$ cat src/rtl/stream_mux.sv
// stream_mux: N-to-1 valid/ready stream multiplexer with a one-entry
// registered output stage. Channel choice is an explicit select, or a
// round-robin arbiter when built with STREAM_MUX_RR_EN defined.
module stream_mux #(
  parameter  int WIDTH    = 32,
  parameter  int CHANNELS = 16,
  localparam int SEL_W    = $clog2(CHANNELS)
) (
  input  logic                      clk,
  input  logic                      rst_n,
  input  logic [CHANNELS*WIDTH-1:0] in_data,
  input  logic [CHANNELS-1:0]       in_valid,
  output logic [CHANNELS-1:0]       in_ready,
  input  logic [SEL_W-1:0]          sel,
  input  logic                      rr_mode,
  output logic [WIDTH-1:0]          out_data,
  output logic [SEL_W-1:0]          out_chan,
  output logic                      out_valid,
  input  logic                      out_ready
);

  // One extra bit so the channel count itself is representable.
  localparam logic [SEL_W:0]   CH_CNT = (SEL_W+1)'(CHANNELS);
  localparam logic [SEL_W-1:0] LAST   = SEL_W'(CHANNELS - 1);

  logic             accept;
  logic             sel_ok;
  logic             gnt_vld;
  logic [SEL_W-1:0] gnt;
  logic             xfer;
  logic [WIDTH-1:0] word;

  logic [WIDTH-1:0] data_p1;
  logic [SEL_W-1:0] chan_p1;
  logic             vld_p1;

  // The output register can take a new word when empty or being drained.
  assign accept = !vld_p1 || out_ready;

  // An explicit select past the last channel grants nothing.
  assign sel_ok = ({1'b0, sel} < CH_CNT);

`ifdef STREAM_MUX_RR_EN
  logic [SEL_W-1:0] ptr;
  logic             rr_gnt_vld;
  logic [SEL_W-1:0] rr_gnt;
  logic [SEL_W:0]   idx;

  // Rotating-priority search: first valid channel at or after ptr, modulo CHANNELS.
  always_comb begin
    rr_gnt_vld = 1'b0;
    rr_gnt     = '0;
    idx        = '0;
    for (int i = 0; i < CHANNELS; i++) begin
      // ptr < CHANNELS and i < CHANNELS, so one subtraction wraps the sum.
      idx = {1'b0, ptr} + (SEL_W+1)'(i);
      if (idx >= CH_CNT) begin
        idx = idx - CH_CNT;
      end
      if (!rr_gnt_vld && in_valid[idx[SEL_W-1:0]]) begin
        rr_gnt_vld = 1'b1;
        rr_gnt     = idx[SEL_W-1:0];
      end
    end
  end

  assign gnt_vld = rr_mode ? rr_gnt_vld : sel_ok;
  assign gnt     = rr_mode ? rr_gnt     : sel;

  // Pointer moves just past the channel that last transferred in round-robin mode.
  always_ff @(posedge clk or negedge rst_n) begin
    if (!rst_n) begin
      ptr <= '0;
    end else if (rr_mode && xfer) begin
      ptr <= (gnt == LAST) ? '0 : gnt + 1'b1;
    end
  end
`else
  logic unused_rr_mode;
  logic unused_last;

  assign gnt_vld        = sel_ok;
  assign gnt            = sel;
  assign unused_rr_mode = rr_mode;
  assign unused_last    = ^LAST;
`endif

  // One-hot ready toward the granted channel, held low during reset.
  always_comb begin
    in_ready = '0;
    if (gnt_vld && accept && rst_n) begin
      in_ready[gnt] = 1'b1;
    end
  end

  assign xfer = |(in_valid & in_ready);

  // Word of the granted channel; only consumed when a transfer happens.
  always_comb begin
    word = '0;
    for (int k = 0; k < CHANNELS; k++) begin
      if (SEL_W'(k) == gnt) begin
        word = in_data[k*WIDTH +: WIDTH];
      end
    end
  end

  // Stage p1: output register, filled on input transfer, emptied on drain only.
  always_ff @(posedge clk or negedge rst_n) begin
    if (!rst_n) begin
      data_p1 <= '0;
      chan_p1 <= '0;
      vld_p1  <= 1'b0;
    end else if (xfer) begin
      data_p1 <= word;
      chan_p1 <= gnt;
      vld_p1  <= 1'b1;
    end else if (vld_p1 && out_ready) begin
      vld_p1  <= 1'b0;
    end
  end

  assign out_data  = data_p1;
  assign out_chan  = chan_p1;
  assign out_valid = vld_p1;

endmodule

$ cat config.mk
export PLATFORM = sky130hd
export DESIGN_NAME = stream_mux
export DESIGN_NICKNAME = d
export VERILOG_FILES = /design/src/rtl/stream_mux.sv
export SDC_FILE = /design/constraint.sdc
export NUM_CORES = 1
export LEC_CHECK = 0
export CAP_MARGIN = 0
export CORE_AREA = 2 2 230 232
export DETAILED_ROUTE_END_ITERATION = 16
export DIE_AREA = 0 0 232 234
export PLACE_DENSITY_LB_ADDON = 0.15
export SLEW_MARGIN = 30
export SYNTH_ARGS = -nofsm -noshare
export SYNTH_HDL_FRONTEND = slang
export SYNTH_SLANG_ARGS = --single-unit
$ cat constraint.sdc
create_clock -name clk -period 2.6 [get_ports clk]
set_input_delay 0.39 -clock clk [delete_from_list [all_inputs] [get_ports clk]]
set_output_delay 0.39 -clock clk [all_outputs]
set_load 0.02 [all_outputs]
==> metrics <==
Worst Slack Setup Final=116 ps; cell taking the most area after synthesis=sky130_fd_sc_hd__dfrtp_1; transition time at the pin with the least slew margin=573 ps; Setup WS pre-CTS=-66.1 ps; Die Width=232 µm; die outline area=54300 µm²; Max Buffers Root-to-Sink=2; clock insertion delay at the later pin of the skew report=290 ps; buffers inserted during post-CTS setup optimization=0; count of buffers from port buffering=587; Power per Cell Area=325 nW/µm²; worst-case vdd ir drop=0.190 mV; post-synthesis instance area=6400 µm²; post-route clock period utilization=95.6%; Avg Vias per Cell=4.37; initial antenna violation count=7; final-layout fill cell count=5736; share of cells above drive strength 1=14.4%; cts bufs inserted=5; Final min period=2480 ps; area used by multi-input combinational logic=4980 µm²; core box area=52000 µm²; cell types with the highest counts after synthesis=71 x sky130_fd_sc_hd__nand2_1, 71 x sky130_fd_sc_hd__o21ai_0, 69 x sky130_fd_sc_hd__nor2_1, 54 x sky130_fd_sc_hd__a21oi_1, 53 x sky130_fd_sc_hd__nor3_1; data arrival time of the critical path=2090 ps; Final HPWL DP=46.3 mm; result of the run=finished, final reports clean; final max-slew violation count=0; kind of end point of the critical path=primary output; total of warnings raised by yosys=0; data required time of the critical path=2210 ps; maximum achievable frequency=0.403 GHz; First DRT Iteration DRCs=459; area added between synthesis and finish=117%; # Max-Cap Violations=0; internal power of the cells=2.84 mW; top-level I/O count=589; hold_buf cts=0; Pre-antenna DRT Iters=5; post-synthesis area per instance=7.54 µm²; nature of the critical path startpoint=input pin; overall power of the completed layout=4.51 mW; Sinks on Clock Net=37; sum of overflow across all layers after global routing=0; sequential cell area in the final layout=926 µm²; kind of path behind the tightest hold check=in -> async; commonest register cell after synthesis=sky130_fd_sc_hd__dfrtp_1; number of storage elements in the synthesis netlist=37; die outline height=234 µm; critical setup path kind=in -> out; GRT Util Overall=19.1%; clock root cell=sky130_fd_sc_hd__clkbuf_16; cells taking the most area after synthesis=sky130_fd_sc_hd__dfrtp_1 14%, sky130_fd_sc_hd__mux4_2 8.5%, sky130_fd_sc_hd__mux2_2 8.3%; Max Clock Skew=7.02 ps; syn nets=1384; async set-or-reset flop fraction in the synthesized netlist=100%; sequential area share after synthesis=14.5%; largest net degree at the start of global routing=51; DRC violations left=0; Core Rows=84; Synth cell types=59; final hold violation count=0; net count reported at finish=1987; wire length of the first global-routing pass=73.7 mm; number of resized instances in the post-cts repair step=0; Switching Share=37.0%; clock transition at the register clock pins on the worst setup and hold paths after CTS=60 ps; proportion of power drawn by combinational gates=64.1%; Clk pwr share=16.8%; total instance count after detailed placement=2132; setup repair after global routing missed its margin=no; largest fanout on the critical path=14; Worst Reg2Reg Path Length in Cells=8; starting utilization of the core area=12.3%; count of endpoints failing setup in the final report=0; fin cells=2143; remaining max-slew budget at the tightest pin=61.8%; net switching component of the power=1.67 mW; overall routed net length=54.2 mm; leakage power=5.09 nW; Via Count=9373; synthesized instance count=848; Final ANT Viol Nets=0; sequential fraction of design power=19.1%; maximum level of the CTS H-tree=2; last weighted congestion value of the routability-driven placer=0.897; clock tree from TritonCTS=done; per-cell routed wire length=25.3 µm; portion of synthesized cell area occupied by the leading cell type=14.5%; EDFF count, synth=0; vias in the first global route=9736
[area by class of cell]
type                            count  area share, %
Clock inverter                      1          0.216
Tap cell                          688           6.21
Clock buffer                        7           1.03
Inverter                            4          0.108
Antenna cell                        3         0.0541
Sequential cell                    37           6.67
Timing Repair Buffer              692           49.8
Multi-Input combinational cell    711           35.9
[registers in the layout (all words and copies together) (netlist names)]
signal,flops
out_data,32
out_chan,4
out_valid,1
[worst max-delay path, stage by stage]
cell                              delay, ps
sky130_fd_sc_hd__buf_2                  320
sky130_fd_sc_hd__and2_1                 320
sky130_fd_sc_hd__nand2_1                130
sky130_fd_sc_hd__buf_12                 180
sky130_fd_sc_hd__nor2_1                 110
sky130_fd_sc_hd__clkdlybuf4s50_1        630
[cell families after synthesis]
family,Yosys count,synth area share [%]
and+or+nand+nor,286,21.5
buffers and inverters,100,7.92
AOI/OAI and AO/OA,322,34.3
muxes,103,21.8
DFF,37,14.5
[worst paths after layout]
| check | from | to | slack [ps] |
|---|---|---|---|
| max in group asynchronous | rst_n | out_data[8]$_DFFE_PN0P_ | 2010 |
| max reg2reg | out_valid$_DFFE_PN0P_ | out_data[12]$_DFFE_PN0P_ | 510 |
| min | rst_n | out_data[17]$_DFFE_PN0P_ | 180 |
| min in group clk | out_data[0]$_DFFE_PN0P_ | out_data[0]$_DFFE_PN0P_ | 480 |
| min reg2reg | out_data[0]$_DFFE_PN0P_ | out_data[0]$_DFFE_PN0P_ | 480 |
| max | sel[3] | in_ready[12] | 120 |
[metrics by stage]
step / instance area, µm² / TNS (ps) / hold slack [ps] / utilization (%)
2_1_floorplan: 6400 / 0 / 94.4 / -
3_3_place_gp: 13700 / -64.3 / 463 / 26.3
3_5_place_dp: 13700 / -84.8 / 466 / 26.3
4_1_cts: 13900 / 0 / 215 / 26.6
5_1_grt: 13900 / 0 / 240 / 26.7
6_report: 13900 / 0 / 183 / 26.7
[power groups by stage]
stage / Combinational, mW / Sequential (mW) / Clock (mW)
2_1_floorplan: 0.876 / 1.08 / 0
3_3_place_gp: 2.91 / 0.871 / 0
3_5_place_dp: 2.92 / 0.876 / 0
4_1_cts: 2.93 / 0.866 / 0.786
5_1_grt: 3.09 / 0.894 / 0.800
6_report: 2.89 / 0.861 / 0.756
[placed cells by master, fill, tap and decap left out, types with 3 or more instances in the layout]
cell type	n
sky130_fd_sc_hd__clkdlybuf4s50_1	578
sky130_fd_sc_hd__buf_4	87
sky130_fd_sc_hd__nand2_1	71
sky130_fd_sc_hd__o21ai_0	71
sky130_fd_sc_hd__nor2_1	69
sky130_fd_sc_hd__a21oi_1	54
sky130_fd_sc_hd__nor3_1	53
sky130_fd_sc_hd__mux2_2	47
sky130_fd_sc_hd__o22ai_1	41
sky130_fd_sc_hd__dfrtp_1	37
sky130_fd_sc_hd__nor2b_1	31
sky130_fd_sc_hd__mux2i_1	31
sky130_fd_sc_hd__mux4_2	24
sky130_fd_sc_hd__a221oi_1	22
sky130_fd_sc_hd__buf_12	20
sky130_fd_sc_hd__a31oi_1	18
sky130_fd_sc_hd__o221ai_1	17
sky130_fd_sc_hd__nand2b_1	13
sky130_fd_sc_hd__nand3_1	13
sky130_fd_sc_hd__a22oi_1	13
sky130_fd_sc_hd__or3_1	13
sky130_fd_sc_hd__a21o_1	11
sky130_fd_sc_hd__o32ai_1	11
sky130_fd_sc_hd__o2bb2ai_1	8
sky130_fd_sc_hd__a211oi_2	8
sky130_fd_sc_hd__and2_1	6
sky130_fd_sc_hd__o21ai_1	5
sky130_fd_sc_hd__a222oi_1	5
sky130_fd_sc_hd__a211oi_1	5
sky130_fd_sc_hd__clkbuf_16	5
sky130_fd_sc_hd__nor4_1	4
sky130_fd_sc_hd__o22a_1	4
sky130_fd_sc_hd__a32oi_1	4
sky130_fd_sc_hd__a2111oi_0	4
sky130_fd_sc_hd__diode_2	3
sky130_fd_sc_hd__a2bb2oi_1	3
sky130_fd_sc_hd__o31ai_1	3
sky130_fd_sc_hd__and3_1	3
sky130_fd_sc_hd__dlymetal6s2s_1	3
[metal layers]
| metal | up-vias | part of all wire [%] | global-route usage, % |
|---|---|---|---|
| li1 | 4515 | - | - |
| met1 | 4481 | 47 | 27.3 |
| met2 | 335 | 46 | 30.4 |
| met3 | 36 | 5.6 | 2.97 |
| met4 | 6 | 1.2 | 3.13 |
| met5 | - | 0.081 | 0 |
Note: power is estimated with default switching activity, not from simulation.
